`src/rtl/lpc_pkg.sv`:
```
// lpc_pkg
// Shared definitions for the LPC analysis front end. The autocorrelation
// accumulator and the autocorrelation control block both import this package
// so that they agree on frame geometry, sample/accumulator widths and the
// handshake state encoding.
//   FRAME_LEN_DEF : samples per analysis frame
//   ORDER_DEF     : highest autocorrelation lag (lags 0..ORDER)
//   DW_DEF        : signed sample width
//   ACCW_DEF      : signed accumulator / result width
//   LAG_W         : width of every lag field on the interfaces
//   CNT_W         : width of the per-lag beat counter
package lpc_pkg;

  localparam int FRAME_LEN_DEF = 256;
  localparam int ORDER_DEF     = 10;
  localparam int DW_DEF        = 16;
  localparam int ACCW_DEF      = 40;
  localparam int LAG_W         = 11;
  localparam int CNT_W         = 16;

  typedef enum logic [1:0] {
    IDLE  = 2'd0,
    ACCUM = 2'd1,
    DRAIN = 2'd2,
    HOLD  = 2'd3
  } lpcState_e;

  // Number of beats that make up lag 'lag' of a frame: x[n]*x[n-lag] only
  // exists for n = lag .. frameLen-1.
  function automatic logic [CNT_W-1:0] beatsForLag(input int frameLen,
                                                    input logic [LAG_W-1:0] lag);
    return CNT_W'(frameLen) - CNT_W'(lag);
  endfunction

endpackage

```
`src/rtl/autocorrelation_mac.sv`:
```
// autocorrelation_mac
// Two-stage multiply-accumulate used by the autocorrelation accumulator.
// Stage 1 registers the full-precision signed product of the two operands;
// stage 2 sign-extends that product and adds it to the running sum.
//   clk      : clock, rising edge
//   reset    : asynchronous active-low reset
//   clear_i  : synchronous clear of the product stage and the sum
//   enable_i : operands are valid this cycle and must be accumulated
//   a_i, b_i : signed operands
//   sum_o    : running signed sum
module autocorrelation_mac
  import lpc_pkg::*;
#(
  parameter int DW   = DW_DEF,
  parameter int ACCW = ACCW_DEF
) (
  input  logic                   clk,
  input  logic                   reset,
  input  logic                   clear_i,
  input  logic                   enable_i,
  input  logic signed [DW-1:0]   a_i,
  input  logic signed [DW-1:0]   b_i,
  output logic signed [ACCW-1:0] sum_o
);

  localparam int PW  = 2 * DW;
  localparam int EXT = ACCW - PW;

  logic signed [PW-1:0]   product_q;
  logic                   productValid_q;
  logic signed [ACCW-1:0] sum_q;
  logic        [ACCW-1:0] productExt;

  // The product is sign-extended, never saturated: the accumulator is sized so
  // that a whole frame of full-scale products cannot overflow it.
  assign productExt = {{EXT{product_q[PW-1]}}, product_q};

  // Product register and accumulator. A clear drops any product still in
  // flight as well as the sum, so the next lag starts from exactly zero.
  always_ff @(posedge clk or negedge reset) begin
    if (!reset) begin
      product_q      <= '0;
      productValid_q <= 1'b0;
      sum_q          <= '0;
    end else if (clear_i) begin
      product_q      <= '0;
      productValid_q <= 1'b0;
      sum_q          <= '0;
    end else begin
      productValid_q <= enable_i;
      if (enable_i) begin
        product_q <= a_i * b_i;
      end
      if (productValid_q) begin
        sum_q <= sum_q + $signed(productExt);
      end
    end
  end

  assign sum_o = sum_q;

endmodule

```
`src/rtl/autocorrelation_accumulator.sv`:
```
// autocorrelation_accumulator
// Computes r[lag] = sum over n of x[n]*x[n-lag] for lags 0..ORDER of one
// frame. Beats arrive already paired (x[n], x[n-lag]) and tagged with their
// lag; each lag is closed by in_last and its result is offered on a
// valid/ready result port before the next lag is accepted.
//   clk      : clock, rising edge
//   reset    : asynchronous active-low reset
//   start    : one-cycle pulse starting a frame (ignored unless idle)
//   x_n      : sample x[n]
//   x_nk     : sample x[n-lag]
//   in_lag   : lag tagging the beat
//   in_valid : beat valid
//   in_last  : final beat of the current lag
//   in_ready : beat accepted when in_valid and in_ready are both high
//   r_data   : result r[lag]
//   r_lag    : lag of r_data
//   r_valid  : result valid
//   r_ready  : result consumed when r_valid and r_ready are both high
//   done     : one-cycle pulse after the r[ORDER] handshake
//   err      : sticky protocol error (wrong lag tag or wrong beat count)
module autocorrelation_accumulator
  import lpc_pkg::*;
#(
  parameter int FRAME_LEN = FRAME_LEN_DEF,
  parameter int ORDER     = ORDER_DEF,
  parameter int DW        = DW_DEF,
  parameter int ACCW      = ACCW_DEF
) (
  input  logic                   clk,
  input  logic                   reset,
  input  logic                   start,
  input  logic signed [DW-1:0]   x_n,
  input  logic signed [DW-1:0]   x_nk,
  input  logic [LAG_W-1:0]       in_lag,
  input  logic                   in_valid,
  input  logic                   in_last,
  output logic                   in_ready,
  output logic signed [ACCW-1:0] r_data,
  output logic [LAG_W-1:0]       r_lag,
  output logic                   r_valid,
  input  logic                   r_ready,
  output logic                   done,
  output logic                   err
);

  lpcState_e              state_q, state_d;
  logic [LAG_W-1:0]       expLag_q;
  logic [CNT_W-1:0]       beatCnt_q;
  logic [CNT_W-1:0]       beatCntNext;
  logic                   drainCnt_q;
  logic                   err_q;
  logic                   done_q;
  logic                   rValid_q;
  logic signed [ACCW-1:0] rData_q;
  logic [LAG_W-1:0]       rLag_q;
  logic signed [ACCW-1:0] macSum;

  logic frameStart;
  logic beatAccept;
  logic resultTaken;
  logic finalLag;
  logic macClear;
  logic lagMismatch;
  logic countMismatch;

  // Handshake qualifiers shared by the state machine and the datapath.
  // Clearing the MAC on every handshake is safe because no beat can be in
  // flight once the result is sitting in HOLD.
  assign frameStart    = (state_q == IDLE) && start;
  assign beatAccept    = (state_q == ACCUM) && in_valid;
  assign resultTaken   = (state_q == HOLD) && rValid_q && r_ready;
  assign finalLag      = (rLag_q == LAG_W'(ORDER));
  assign macClear      = frameStart || resultTaken;
  assign beatCntNext   = beatCnt_q + CNT_W'(1);
  assign lagMismatch   = (in_lag != expLag_q);
  assign countMismatch = in_last && (beatCntNext != beatsForLag(FRAME_LEN, expLag_q));

  autocorrelation_mac #(
    .DW  (DW),
    .ACCW(ACCW)
  ) u_mac (
    .clk     (clk),
    .reset   (reset),
    .clear_i (macClear),
    .enable_i(beatAccept),
    .a_i     (x_n),
    .b_i     (x_nk),
    .sum_o   (macSum)
  );

  // Next-state logic. DRAIN lasts two cycles so the final product has left
  // the multiply register and landed in the sum before HOLD captures it.
  always_comb begin
    state_d = state_q;
    unique case (state_q)
      IDLE:  if (start) state_d = ACCUM;
      ACCUM: if (in_valid && in_last) state_d = DRAIN;
      DRAIN: if (drainCnt_q) state_d = HOLD;
      HOLD:  if (rValid_q && r_ready) state_d = finalLag ? IDLE : ACCUM;
      default: state_d = IDLE;
    endcase
  end

  // State register; a reset anywhere in a frame simply drops it.
  always_ff @(posedge clk or negedge reset) begin
    if (!reset) begin
      state_q <= IDLE;
    end else begin
      state_q <= state_d;
    end
  end

  // Lag bookkeeping: expected lag, beats seen in this lag, drain timer and the
  // sticky error flag. The error is only reported; processing carries on.
  always_ff @(posedge clk or negedge reset) begin
    if (!reset) begin
      expLag_q   <= '0;
      beatCnt_q  <= '0;
      drainCnt_q <= 1'b0;
      err_q      <= 1'b0;
    end else begin
      drainCnt_q <= (state_q == DRAIN) ? ~drainCnt_q : 1'b0;
      if (frameStart) begin
        expLag_q  <= '0;
        beatCnt_q <= '0;
        err_q     <= 1'b0;
      end else if (resultTaken) begin
        beatCnt_q <= '0;
        if (!finalLag) begin
          expLag_q <= expLag_q + LAG_W'(1);
        end
      end else if (beatAccept) begin
        beatCnt_q <= beatCntNext;
        if (lagMismatch || countMismatch) begin
          err_q <= 1'b1;
        end
      end
    end
  end

  // Result port. The first HOLD cycle latches the finished sum, so r_valid
  // rises three cycles after the last beat is accepted; the registers then
  // stay frozen until the consumer takes the result.
  always_ff @(posedge clk or negedge reset) begin
    if (!reset) begin
      rValid_q <= 1'b0;
      rData_q  <= '0;
      rLag_q   <= '0;
      done_q   <= 1'b0;
    end else begin
      done_q <= resultTaken && finalLag;
      if (resultTaken) begin
        rValid_q <= 1'b0;
      end else if ((state_q == HOLD) && !rValid_q) begin
        rValid_q <= 1'b1;
        rData_q  <= macSum;
        rLag_q   <= expLag_q;
      end
    end
  end

  assign in_ready = (state_q == ACCUM);
  assign r_valid  = rValid_q;
  assign r_data   = rData_q;
  assign r_lag    = rLag_q;
  assign done     = done_q;
  assign err      = err_q;

endmodule

```
`config.mk`:
```
export PLATFORM = sky130hd
export DESIGN_NAME = autocorrelation_accumulator
export DESIGN_NICKNAME = d
export VERILOG_FILES = /design/src/rtl/lpc_pkg.sv /design/src/rtl/autocorrelation_mac.sv /design/src/rtl/autocorrelation_accumulator.sv
export SDC_FILE = /design/constraint.sdc
export NUM_CORES = 1
export LEC_CHECK = 0
export BUFFER_PORTS_ARGS = -buffer_cell sky130_fd_sc_hd__buf_2
export CAP_MARGIN = 20
export CORE_MARGIN = 2
export CORE_UTILIZATION = 31
export DETAILED_ROUTE_END_ITERATION = 7
export HOLD_SLACK_MARGIN = 0.08
export REMOVE_ABC_BUFFERS = 1
export SETUP_SLACK_MARGIN = 0.5
export SKIP_CTS_REPAIR_TIMING = 1
export SLEW_MARGIN = 20
export SYNTH_ARGS = -nofsm -noshare
export SYNTH_HDL_FRONTEND = slang
export SYNTH_SLANG_ARGS = --single-unit
```
`constraint.sdc`:
```
create_clock -name clk -period 8.1 [get_ports clk]
set_clock_uncertainty 0.2 [all_clocks]
set_input_delay 1.62 -clock clk [delete_from_list [all_inputs] [get_ports clk]]
set_output_delay 1.62 -clock clk [all_outputs]
set_load 0.005 [all_outputs]
```
==> impl_metrics.toml <==
[timing]
hold_violations = 0
final.setup.tns_ps = 0
setup_viol = 0
fin_crit_sh_pct = 89.9
worstMarginPinSlew_ps = 836
rsz0062_at_grt = "false"
fmax_mhz = 137
fin_crit_ps = 7290
relSlewSlack_pct = 42.8
slew_violations = 0

[die]
die_w_um = 251
dieArea_um2 = 63000
rows = 90
core_area_um2 = 60400
start_util_pct = 31.3
die_h_um = 251
io_pins = 104

[synthesis]
synth_edf_count = 0
synth_simple_gate_area_share_pct = 15.0
async_reset_ff_share_pct = 100
synth-adder-area-share_pct = 36.4
synth_warnings = 0
synth_compound_area_share_pct = 9.55
postSynthCellCount = 2010
netlist_area_um2 = 18900
avgSynthCellArea_um2 = 9.41
synth-seq-cells = 157
synth_top_family_by_area = "adder cells"
synth_xor_area_share_pct = 5.84
synth_flop_cell = "dfrtp_1"
yosysUniqueCellTypes = 70
seq_area_frac_synth_pct = 20.8
synth_mux_area_share_pct = 4.55

[min_path]
hold_class = "reg2reg"

[route]
vias = 13700
wire_per_inst_um = 16.1
final_antenna_net_count = 0
drc = 0
drt-total-wl_um = 46100
dr.pass1.iters = 5
viasPerCell = 4.78
first_iter_violations = 726

[clock_network]
clock_latency_ps = 440
cts.sinks = 157
ctsHtreeMaxLevel = 4
numCtsBuffers = 17
clockBufferDepth = 2
tritoncts = "done"
ctsRootBufferMaster = "clkbuf_16"
clkSlewWorstSetupHoldPaths_ps = 60

[worst_setup_path]
end_kind = "register"
cp.required_ps = 8200
cp-start-kind = "input port"
critical_path_class = "in2reg"
cp_max_fo = 16
critPathArrivalTime_ps = 7390

[grt]
overflow = 0
grt_pass1_wl_um = 76800
grt.total_usage_pct = 15.0
grt_pass1_vias = 14300
antenna_found_initial = 0
grt_max_degree = 92

[flow_run]
maxCapViolCount = 0

[finish]
fillCellCount = 6178
final_common_cell = "inv_1"
num_antenna_cells = 0
drive_gt1_share_pct = 11.9
multi_input_area_um2 = 13500
final_cell_mix = "317 x inv_1, 262 x fa_1, 224 x nand2_1"
area_delta_synth_final_pct = 10.7
nNetsFinal = 2517
seq_area_um2 = 3930

[outcome]
status = "completed"

[placed_design]
place_hpwl_um = 37200
portBuffers = 103
gp_congestion = 0.891
==> kinds of logic (layout without fill, tap and decap cells) <==
logic type | after synthesis | after routing
AND/OR/NAND/NOR | 590 | 590
multiplexers | 80 | 80
XOR/XNOR | 126 | 126
AO/OA/AOI/OAI | 268 | 268
flip-flops | 157 | 157
adder cells (fa/ha/maj) | 392 | 392
buffers and inverters | 397 | 476
==> per-layer routing <==
layer | wire, um | vias up | global-route usage [%] | part of all wire (%)
met4 | 581 | 0 | 3.18 | 1.3
met5 | 0 | - | 0 | 0
met1 | 23200 | 6846 | 22.2 | 50
met3 | 1710 | 41 | 2.02 | 3.7
li1 | - | 6524 | - | -
met2 | 20600 | 307 | 23.4 | 45
==> layout make-up <==
cell class | instances | area share, %
clock inverters | 15 | 0.777
well taps | 782 | 4.67
repair buffers | 126 | 3.43
multi-input cells | 1456 | 64.6
flip-flops and latches | 157 | 18.8
clock buffers | 17 | 2.03
inverters | 318 | 5.72
==> worst max-delay path: stages <==
cell and delay [ps]:
clkbuf_4 200, and2_1 210, fa_1 550, inv_1 60
fa_1 560, fa_1 460, fa_1 490, inv_1 50
fa_1 520, inv_1 50, fa_1 520, inv_1 40
ha_1 380, nand4_1 120, a21oi_1 90, o41ai_4 490
o211ai_1 190, a21o_1 210, o41ai_2 260, xor2_1 210
a21oi_1 90
==> state kept, by name (all words and copies together), names as in the netlist <==
name / flops
r_data: 40
u_mac.sum_o: 40
u_mac.product_q: 32
beatCnt_q: 16
expLag_q: 11
r_lag: 11
state_q: 2
done: 1
drainCnt_q: 1
err: 1
r_valid: 1
u_mac.productValid_q: 1
==> path summary, 6_finish.rpt <==
check	cells past startpoint	from	slack, ps	end
max reg2reg	12	u_mac.sum_o[0]$_DFFE_PN0P_	4620	u_mac.sum_o[38]$_DFFE_PN0P_
max	21	x_nk[4]	810	u_mac.product_q[24]$_DFFE_PN0P_
min	1	drainCnt_q$_DFF_PN0_	210	drainCnt_q$_DFF_PN0_
max in group asynchronous	2	reset	5270	u_mac.sum_o[3]$_DFFE_PN0P_
min in group asynchronous	1	reset	1040	done$_DFF_PN0_
min reg2reg	1	drainCnt_q$_DFF_PN0_	210	drainCnt_q$_DFF_PN0_
==> per-stage QoR <==
| step | setup slack [ps] | instance area [um2] | utilization (%) | instances | hold WS, ps |
|---|---|---|---|---|---|
| 5_1_grt | 461 | 20900 | 34.7 | 2871 | 226 |
| 3_3_place_gp | 279 | 20300 | 33.6 | 2836 | 204 |
| 6_report | 815 | 20900 | 34.7 | 2871 | 212 |
| 4_1_cts | 627 | 20800 | 34.5 | 2868 | 218 |
| 2_1_floorplan | 651 | 18600 | - | 1931 | 186 |
| 3_5_place_dp | 157 | 20300 | 33.6 | 2836 | 209 |
==> synth_stat cells, drive strengths merged, types with 4 or more instances <==
cell	number	area share, %
inv	318	6.3
nand3b	6	0.24
nand4	10	0.33
nor2	112	2.2
and3	13	0.43
o21a	9	0.36
mux2	48	2.9
nor3	14	0.43
o211ai	5	0.25
a211o	5	0.24
nand3	37	1.0
a2111oi	4	0.19
and2	128	4.2
a211oi	15	0.67
o21ai	65	1.8
xor2	34	1.6
xnor2	92	4.3
a221oi	4	0.22
or3	12	0.40
mux2i	32	1.7
a31oi	11	0.48
nand2b	15	0.50
clkbuf	66	1.3
ha	129	8.5
buf	13	0.31
o21bai	9	0.36
a21oi	92	2.5
a21o	28	1.1
nor2b	9	0.30
dfrtp	157	21
fa	263	28
nand2	225	4.5
Power is not shown: default switching activity piles up to over one toggle a cycle in this logic, so the estimate is an artifact.
